`src/rtl/rgb2hsv_seq.sv`:
```
// Handshaked RGB-to-HSV converter: one pixel in flight, hue and saturation
// computed by a single shared restoring divider for exact floor results.
module rgb2hsv_seq #(
  parameter int DW       = 8,
  parameter int TAG_W    = 2,
  parameter int SAT_MODE = 0
) (
  input  logic             clk,
  input  logic             rst,
  input  logic             in_valid,
  output logic             in_ready,
  input  logic [DW-1:0]    red,
  input  logic [DW-1:0]    green,
  input  logic [DW-1:0]    blue,
  input  logic [TAG_W-1:0] in_tag,
  output logic             out_valid,
  input  logic             out_ready,
  output logic [8:0]       hue,
  output logic [DW-1:0]    saturation,
  output logic [DW-1:0]    value,
  output logic [TAG_W-1:0] out_tag
);

  localparam int QW   = DW + 7;       // quotient/dividend bits, one per divide cycle
  localparam int PW   = 2 * DW + 7;   // full saturation numerator width
  localparam int CW   = $clog2(QW);
  localparam int K    = (SAT_MODE != 0) ? ((1 << DW) - 1) : 100;

  typedef enum logic [2:0] {IDLE, CMP, DIV_H, DIV_S, FIN, HOLD} state_e;
  typedef enum logic [1:0] {SEC_R, SEC_G, SEC_B} sector_e;

  state_e           state_q;
  sector_e          sec_q;
  logic [DW-1:0]    r_q, g_q, b_q;
  logic [TAG_W-1:0] tag_q;
  logic [DW-1:0]    max_q, diff_q;
  logic             neg_q;
  logic [6:0]       qh_q;
  logic [DW-1:0]    rem_q, dvs_q;
  logic [QW-1:0]    dvd_q;
  logic [CW-1:0]    cnt_q;
  logic             in_ready_q, out_valid_q;
  logic [8:0]       hue_q;
  logic [DW-1:0]    sat_q, val_q;
  logic [TAG_W-1:0] otag_q;

  // Combinational helpers feeding the FSM
  sector_e       sec_d;
  logic [DW-1:0] mx, mn, n_abs;
  logic          n_neg;
  logic [QW-1:0] h_num;
  logic [PW-1:0] s_num;
  logic [DW:0]   trial;
  logic          take;
  logic [DW-1:0] rem_d;
  logic [QW-1:0] dvd_d;
  logic [8:0]    qh9, hue_d;

  always_comb begin
    // NOTE: every combinational output gets a default first so no path can infer a latch.
    mx    = r_q;
    mn    = r_q;
    sec_d = SEC_B;
    n_neg = 1'b0;
    n_abs = '0;
    hue_d = '0;
    if (g_q > mx) mx = g_q;
    if (b_q > mx) mx = b_q;
    if (g_q < mn) mn = g_q;
    if (b_q < mn) mn = b_q;

    // Ties resolve toward R, then G
    if (r_q >= g_q && r_q >= b_q) begin
      sec_d = SEC_R;
      n_neg = g_q < b_q;
      n_abs = n_neg ? (b_q - g_q) : (g_q - b_q);
    end else if (g_q >= b_q) begin
      sec_d = SEC_G;
      n_neg = b_q < r_q;
      n_abs = n_neg ? (r_q - b_q) : (b_q - r_q);
    end else begin
      sec_d = SEC_B;
      n_neg = r_q < g_q;
      n_abs = n_neg ? (g_q - r_q) : (r_q - g_q);
    end

    h_num = QW'(n_abs) * QW'(60);
    s_num = PW'(K) * PW'(diff_q);

    // One restoring step: shift in the next dividend bit, subtract if it fits
    trial = {rem_q, dvd_q[QW-1]};
    take  = trial >= {1'b0, dvs_q};
    rem_d = take ? DW'(trial - {1'b0, dvs_q}) : trial[DW-1:0];
    dvd_d = {dvd_q[QW-2:0], take};

    qh9 = {2'b00, qh_q};
    case (sec_q)
      SEC_R:   hue_d = neg_q ? ((qh_q == '0) ? 9'd0 : 9'd360 - qh9) : qh9;
      SEC_G:   hue_d = neg_q ? 9'd120 - qh9 : 9'd120 + qh9;
      SEC_B:   hue_d = neg_q ? 9'd240 - qh9 : 9'd240 + qh9;
      default: hue_d = '0;
    endcase
  end

  // NOTE: all state below is assigned with <= so every register samples pre-edge values.
  always_ff @(posedge clk) begin
    if (rst) begin
      state_q     <= IDLE;
      sec_q       <= SEC_R;
      r_q         <= '0;
      g_q         <= '0;
      b_q         <= '0;
      tag_q       <= '0;
      max_q       <= '0;
      diff_q      <= '0;
      neg_q       <= 1'b0;
      qh_q        <= '0;
      rem_q       <= '0;
      dvs_q       <= '0;
      dvd_q       <= '0;
      cnt_q       <= '0;
      in_ready_q  <= 1'b0;
      out_valid_q <= 1'b0;
      hue_q       <= '0;
      sat_q       <= '0;
      val_q       <= '0;
      otag_q      <= '0;
    end else begin
      case (state_q)
        IDLE: begin
          in_ready_q <= 1'b1;
          if (in_valid && in_ready_q) begin
            r_q        <= red;
            g_q        <= green;
            b_q        <= blue;
            tag_q      <= in_tag;
            in_ready_q <= 1'b0;
            state_q    <= CMP;
          end
        end
        CMP: begin
          max_q   <= mx;
          diff_q  <= mx - mn;
          sec_q   <= sec_d;
          neg_q   <= n_neg;
          rem_q   <= '0;
          dvd_q   <= h_num;
          dvs_q   <= mx - mn;
          cnt_q   <= '0;
          state_q <= DIV_H;
        end
        DIV_H: begin
          rem_q <= rem_d;
          dvd_q <= dvd_d;
          cnt_q <= cnt_q + 1'b1;
          if (cnt_q == CW'(QW - 1)) begin
            // Preloading the high numerator bits keeps DW+7 steps exact: quotient < 2^DW
            qh_q    <= dvd_d[6:0];
            rem_q   <= s_num[PW-1:QW];
            dvd_q   <= s_num[QW-1:0];
            dvs_q   <= max_q;
            cnt_q   <= '0;
            state_q <= DIV_S;
          end
        end
        DIV_S: begin
          rem_q <= rem_d;
          dvd_q <= dvd_d;
          cnt_q <= cnt_q + 1'b1;
          if (cnt_q == CW'(QW - 1)) begin
            cnt_q   <= '0;
            state_q <= FIN;
          end
        end
        FIN: begin
          hue_q       <= (diff_q == '0) ? 9'd0 : hue_d;
          sat_q       <= (diff_q == '0) ? '0 : dvd_q[DW-1:0];
          val_q       <= max_q;
          otag_q      <= tag_q;
          out_valid_q <= 1'b1;
          state_q     <= HOLD;
        end
        HOLD: begin
          if (out_ready) begin
            out_valid_q <= 1'b0;
            in_ready_q  <= 1'b1;
            state_q     <= IDLE;
          end
        end
        default: state_q <= IDLE;
      endcase
    end
  end

  assign in_ready   = in_ready_q;
  assign out_valid  = out_valid_q;
  assign hue        = hue_q;
  assign saturation = sat_q;
  assign value      = val_q;
  assign out_tag    = otag_q;

endmodule
```
`config.mk`:
```
export PLATFORM = sky130hd
export DESIGN_NAME = rgb2hsv_seq
export DESIGN_NICKNAME = d
export VERILOG_FILES = /design/src/rtl/rgb2hsv_seq.sv
export SDC_FILE = /design/constraint.sdc
export NUM_CORES = 1
export LEC_CHECK = 0
export BUFFER_PORTS_ARGS = -buffer_cell sky130_fd_sc_hd__buf_2
export CELL_PAD_IN_SITES_DETAIL_PLACEMENT = 1
export CELL_PAD_IN_SITES_GLOBAL_PLACEMENT = 1
export CORE_AREA = 2 2 173 175
export CTS_CLUSTER_SIZE = 16
export DETAILED_ROUTE_END_ITERATION = 10
export DIE_AREA = 0 0 175 177
export PLACE_DENSITY = 0.74
export SLEW_MARGIN = 20
export SYNTH_ARGS = -nofsm -noshare
export SYNTH_HDL_FRONTEND = slang
export SYNTH_SLANG_ARGS = --single-unit
```
`constraint.sdc`:
```
create_clock -name clk -period 15.5 [get_ports clk]
set_clock_uncertainty 0.15 [all_clocks]
set_input_delay 1.55 -clock clk [delete_from_list [all_inputs] [get_ports clk]]
set_output_delay 1.55 -clock clk [all_outputs]
set_load 0.02 [all_outputs]
```
; Yosys cells after proc, flatten, opt, wreduce, memory -nomap -nowiden
; Index checks and enable logic that the tools add are counted.
[word_totals]
regBits = 119
out_inout_bits = 29
[classes]
n_addsub = 14
n_mul = 2
order_cmp = 11
n_eq_ne = 12
n_mux = 39
reduce_logical = 18
[ops]
columns = op, count
row1 = 2-to-1 mux 8 bit, 13
row2 = subtractor 8 bit, 8
row3 = 2-to-1 mux 9 bit, 5
row4 = case mux 15 bit (3 select lines), 1
row5 = less-than comparator 8 bit, 5
row6 = case mux 9 bit (3 select lines), 1
row7 = greater-or-equal comparator 8 bit, 3
row8 = case mux 8 bit (3 select lines), 1
row9 = case mux 3 bit (6 select lines), 1
row10 = greater-than comparator 8 bit, 2
row11 = case mux 8 bit (2 select lines), 1
row12 = 2-to-1 mux 15 bit, 1
row13 = "multiplier 5 x 8 -> 13 bit, first input constant", 1
row14 = "multiplier 8 x 4 -> 12 bit, second input constant", 1
row15 = 2-to-1 mux 3 bit, 4
row16 = AND reduction 2 bit, 5
row17 = "adder 8 x 7 -> 9 bit, first input constant", 1
row18 = greater-or-equal comparator 9 x 8 -> 1 bit, 1
row19 = "subtractor 8 x 7 -> 9 bit, first input constant", 1
row20 = "subtractor 9 x 7 -> 9 bit, first input constant", 1
row21 = "adder 7 x 7 -> 8 bit, first input constant", 1
row22 = logical NOT 8 bit, 1
row23 = "inequality test 2 bit, second input constant", 4
row24 = case mux 4 bit (2 select lines), 1
row25 = other kinds (20), 32

; Depth between registers and ports, before layout
[logic_depth]
depth_word = 6
mapped_depth = 29
ltp_nobuf = 27

; Worst setup path after synthesis
; No wires, ideal clock.
[synth_timing]
kind = register to register
startpoint = register b_q[1]
endpoint = register dvd_q[13]
setup_ns = 0.086
arrival_time_ns = 5.432
slack_ns = 9.832
stages_incl_launch_ff = 24
path_buffers = 2
path_cell_list = dfxtp_1 -> inv_1 -> fa_1 -> nand2_1 -> nand2_1 -> a21oi_1 -> a21oi_1 -> o32a_1 -> buf_2 -> buf_2 -> o21ai_0 -> fa_1 -> inv_1 -> fa_1 -> inv_1 -> ha_1 -> a21oi_1 -> o21ai_0 -> a2111oi_0 -> nor3_1 -> a31oi_1 -> xnor2_1 -> nand2_1 -> a211oi_1
[synth_between]
elab_chain_len = 6
word_cells_on_any_way = 15
[synth_rtl]
columns = element, line
row1 = from (decl), 34  ; logic [DW-1:0] r_q, g_q, b_q;
row2 = from (signal assigned), 135  ; b_q <= blue;
row3 = subtractor 8 bit or less-than comparator 8 bit (tied branches), "80, 79"
row4 = 2-to-1 mux 8 bit, 80  ; n_abs = n_neg ? (r_q - b_q) : (b_q - r_q);
row5 = 2-to-1 mux 8 bit, 77  ; end else if (g_q >= b_q) begin
row6 = 2-to-1 mux 8 bit *, 73  ; if (r_q >= g_q && r_q >= b_q) begin
row7 = multiplier 8 x 4 -> 12 bit *, 87  ; h_num = QW'(n_abs) * QW'(60);
row8 = case mux 15 bit (3 select lines) *, 129  ; case (state_q)
row9 = to (signal assigned), 147  ; dvd_q <= h_num;
row10 = to (signal assigned), 154  ; dvd_q <= dvd_d;
row11 = to (signal assigned), 160  ; dvd_q <= s_num[QW-1:0];
row12 = to (decl), 40  ; logic [QW-1:0] dvd_q;
; Mark *: on every way between the ends. The rest lies on a longest branch, timed or not.
; A chain may end at the register's enable or synchronous reset.

; Final worst setup path
[layout_timing]
startpoint = register r_q[1]
endpoint = register dvs_q[7]
[layout_between]
elab_chain_len = 6
word_cells_on_any_way = 10
[layout_rtl]
columns = element, line
row1 = from (decl), 34
row2 = from (signal assigned), 133  ; r_q <= red;
row3 = greater-than comparator 8 bit, 67  ; if (g_q > mx) mx = g_q;
row4 = 2-to-1 mux 8 bit *, 67
row5 = greater-than comparator 8 bit, 68  ; if (b_q > mx) mx = b_q;
row6 = 2-to-1 mux 8 bit *, 68
row7 = named net mx[1], 49  ; logic [DW-1:0] mx, mn, n_abs;
row8 = subtractor 8 bit *, 148  ; dvs_q <= mx - mn;
row9 = case mux 8 bit (2 select lines) *, 129
row10 = to (signal assigned), 148
row11 = to (signal assigned), 161  ; dvs_q <= max_q;
row12 = to (decl), 39  ; logic [DW-1:0] rem_q, dvs_q;
; Mark *: on every way through the listed nets, which the timed path passes. The rest lies on a longest branch.

==> impl_metrics.tcl <==
set metrics [dict create \
    synth_fa_ha_area_share_pct 22.05 \
    drt-initial-drc-count 631 \
    syn_nets 1480 \
    synth_top_area_share_pct 23.67 \
    synth_area_um2 10060 \
    h-tree-depth 4 \
    synth-simple-area-share_pct 17.67 \
    synth_edf_count 0 \
    drive_gt1_share_pct 9.827 \
    grt_max_degree 87 \
    postCtsSetupRepairBufs 0 \
    syn_inst 1287 \
    grt_pass1_vias 9663 \
    cts-root-buf "clkbuf_16" \
    worstSetupEndpointType "register" \
    grt_usage_pct 21.26 \
    critPathKind "reg -> reg" \
    yosys.area.top_type "dfxtp_1" \
    synthFlopType "dfxtp_1" \
    synth_top_family_by_area "adder cells" \
    max_stage_delay_ps 650 \
    synth_compound_area_share_pct 21.90 \
    ys_types 77 \
    fin_crit_ps 6798 \
    rows 63 \
    fill_cells 3578 \
    cts_buffer_depth 2 \
    crit-reg2reg-launch "r_q[1]" \
    io_buffers 58 \
    tns_ps 0 \
    cts.sinks 119 \
    slowest_stage "a21oi_2" \
    tightest_slew_ps 954.2 \
    clk-insertion-delay-late_ps 430 \
    dp_hpwl_um 25490 \
    setup_viol 0 \
    fp.dieH_um 177 \
    arrival_ps 6980 \
    hold_violations 0 \
    achievable-frequency_mhz 147.1 \
    slew_viol_final 0 \
    die_x_um 175 \
    final.period_utilization_pct 43.86 \
    ios 59 \
    clkSlewWorstSetupHoldPaths_ps 70 \
    startpoint "r_q[1]" \
    min_path_type "reg -> reg" \
    die-area_um2 30980 \
    required_ps 15680 \
    ff_latch_area_um2 2382 \
    drv_cap 0 \
    netlist_top_cells_area "dfxtp_1 (24%), ha_1 (17%), nand2_1 (7.5%)" \
    vias 9355 \
    drc 0 \
    grt_pass1_wl_um 52210 \
    start_kind "register" \
    diodes 0 \
    drt-pass1-iter-count 6 \
    path_buf_inv 2 \
    critPathMaxFanout 15 \
    core-area_um2 29240 \
    synth-seq-cells 119 \
    wire_per_inst_um 19.00 \
    relSlewSlack_pct 36.39 \
    place_congestion 0.9243 \
    synthArstFlopShare_pct 0 \
    nets 1513 \
    r2r_slack_ps 8700 \
    antenna_found_initial 0 \
    yosysSeqAreaShare_pct 23.67 \
    cts_resized 0 \
    avgSynthCellArea_um2 7.820 \
    grt_overflow 0 \
    cts_tree "built" \
    status "complete, no violations" \
    rsz0062_at_grt "no" \
    hold_buffers 0 \
    crit_family "compound AO/OA/AOI/OAI gates" \
    vias_per_cell 5.429 \
    path_cells "inv_1 -> fa_1 -> a21oi_1 -> o21bai_2 -> a21oi_2 -> nor2_4 -> mux2i_1 -> inv_1 -> ha_1 -> nand2_1 -> o21ai_0 -> mux2i_1 -> a21oi_1 -> mux2i_1 -> ha_1 -> nor2b_1 -> o21ai_0 -> a21boi_1 -> o21ai_0 -> nand2b_1 -> a21o_1 -> a21oi_1 -> xnor2_1 -> a211oi_1" \
    start_util_pct 34.42 \
    cts_buffers 17 \
    route.antenna.remaining_nets 0 \
    routed_wl_um 32740 \
    synthMuxAreaShare_pct 4.985 \
    ys_warn_count 0 \
    synth_xor_area_share_pct 3.394 \
    hold_start "value[6]" \
    area_growth_pct 12.20 \
    multi_input_area_um2 7068 \
]
==> cell families after synthesis <==
| logic type | count (synthesis) |
|---|---|
| compound gates | 350 |
| xor+xnor | 39 |
| fa+ha+maj | 163 |
| buf+inv | 162 |
| flops | 119 |
| mux | 48 |
| simple gates | 406 |
==> cells in the mapped netlist (6+ instances only) <==
| cell type | n |
|---|---|
| nand2_1 | 201 |
| a21oi_1 | 144 |
| ha_1 | 139 |
| dfxtp_1 | 119 |
| inv_1 | 106 |
| nor2_1 | 99 |
| o21ai_0 | 66 |
| mux2i_1 | 40 |
| clkbuf_1 | 39 |
| fa_1 | 24 |
| nor3_1 | 23 |
| xnor2_1 | 22 |
| a21o_1 | 17 |
| xor2_1 | 17 |
| nand2b_1 | 16 |
| nor2b_1 | 16 |
| a211oi_1 | 15 |
| a22oi_1 | 15 |
| nand4_1 | 15 |
| nand3_1 | 10 |
| a221oi_1 | 9 |
| buf_2 | 8 |
| o22ai_1 | 8 |
| a21oi_2 | 6 |
| o21a_1 | 6 |
==> per-stage QoR <==
| step | hold WS (ps) | instance area, um^2 | util, % | instances | worst slack (ps) |
|---|---|---|---|---|---|
| after global placement | 291.5 | 10710 | 36.61 | 1691 | 8986 |
| after floorplan | 276.9 | 10060 | - | 1287 | 9832 |
| after global routing | 337.9 | 11290 | 38.61 | 1723 | 8140 |
| after CTS | 305.3 | 11290 | 38.60 | 1723 | 8803 |
| after detailed placement | 296.2 | 10710 | 36.63 | 1691 | 8875 |
| final | 303.5 | 11290 | 38.61 | 1723 | 8702 |
==> final cells by class <==
cell class,count,share of cell area (%)
flip-flops and latches,119,21.10
multi-input cells,1006,62.59
well taps,390,4.321
inverters,107,3.557
clock buffers,18,3.889
clock inverters,14,1.219
repair buffers,69,3.324
==> worst paths after layout <==
kind / cells after the start / end
hold reg to reg: 2 / value[6]
setup reg to reg: 24 / dvs_q[7]
hold / removal: 2 / value[6]
setup / recovery: 24 / dvs_q[7]
==> cells in the final DEF, fill, tap and decap left out, types with 4 or more instances in the layout <==
master / synthesis / layout
a221oi_1: 9 / 9
nor2_1: 99 / 98
xnor2_1: 22 / 22
a31oi_1: 4 / 4
a21o_1: 17 / 17
xor2_1: 17 / 17
o31a_1: 4 / 4
fa_1: 24 / 24
buf_2: 8 / 57
clkbuf_16: 0 / 17
a211oi_1: 15 / 15
o21a_1: 6 / 6
nand3_1: 10 / 10
ha_1: 139 / 139
o22ai_1: 8 / 8
mux2_2: 4 / 4
nor3_1: 23 / 22
nand4_1: 15 / 15
a21oi_2: 6 / 6
nor2b_1: 16 / 16
and3_1: 4 / 4
o21ai_0: 66 / 66
inv_1: 106 / 106
nand2b_1: 16 / 16
a311oi_1: 5 / 5
a22oi_1: 15 / 15
nand2_1: 201 / 201
a221o_1: 4 / 4
a21oi_1: 144 / 144
buf_4: 3 / 12
mux2i_1: 40 / 40
inv_6: 0 / 6
clkinvlp_4: 0 / 4
dfxtp_1: 119 / 119
o21ai_1: 4 / 4
==> worst reg2reg max path, delay by kind of cell (launching register included) <==
family / cells / cell delay (ps)
fa+ha+maj: 3 / 1140
compound gates: 11 / 2840
xor+xnor: 1 / 110
mux: 3 / 1100
flops: 1 / 540
simple gates: 4 / 510
buf+inv: 2 / 330
==> sequential cells by signal, summed over array words and instances (netlist names), 2 cells and up <==
name        count
hue             9
b_q             8
diff_q          8
out_tag         2
dvs_q           8
state_q         3
tag_q           2
dvd_q          15
cnt_q           4
g_q             8
saturation      8
rem_q           8
max_q           8
value           8
qh_q            7
sec_q           2
r_q             8
==> layer usage <==
layer  vias up  wire length (um)  GRT usage [%]
li1       4531                 -              -
met1      4609             15460          27.89
met3        35              1179          3.308
met4         0               483          5.035
met2       180             15610          36.66
met5         -                 0              0
Power is left out: the tool's default activity adds up to more than one toggle a clock period on the data nets, which glitch-free logic cannot reach.
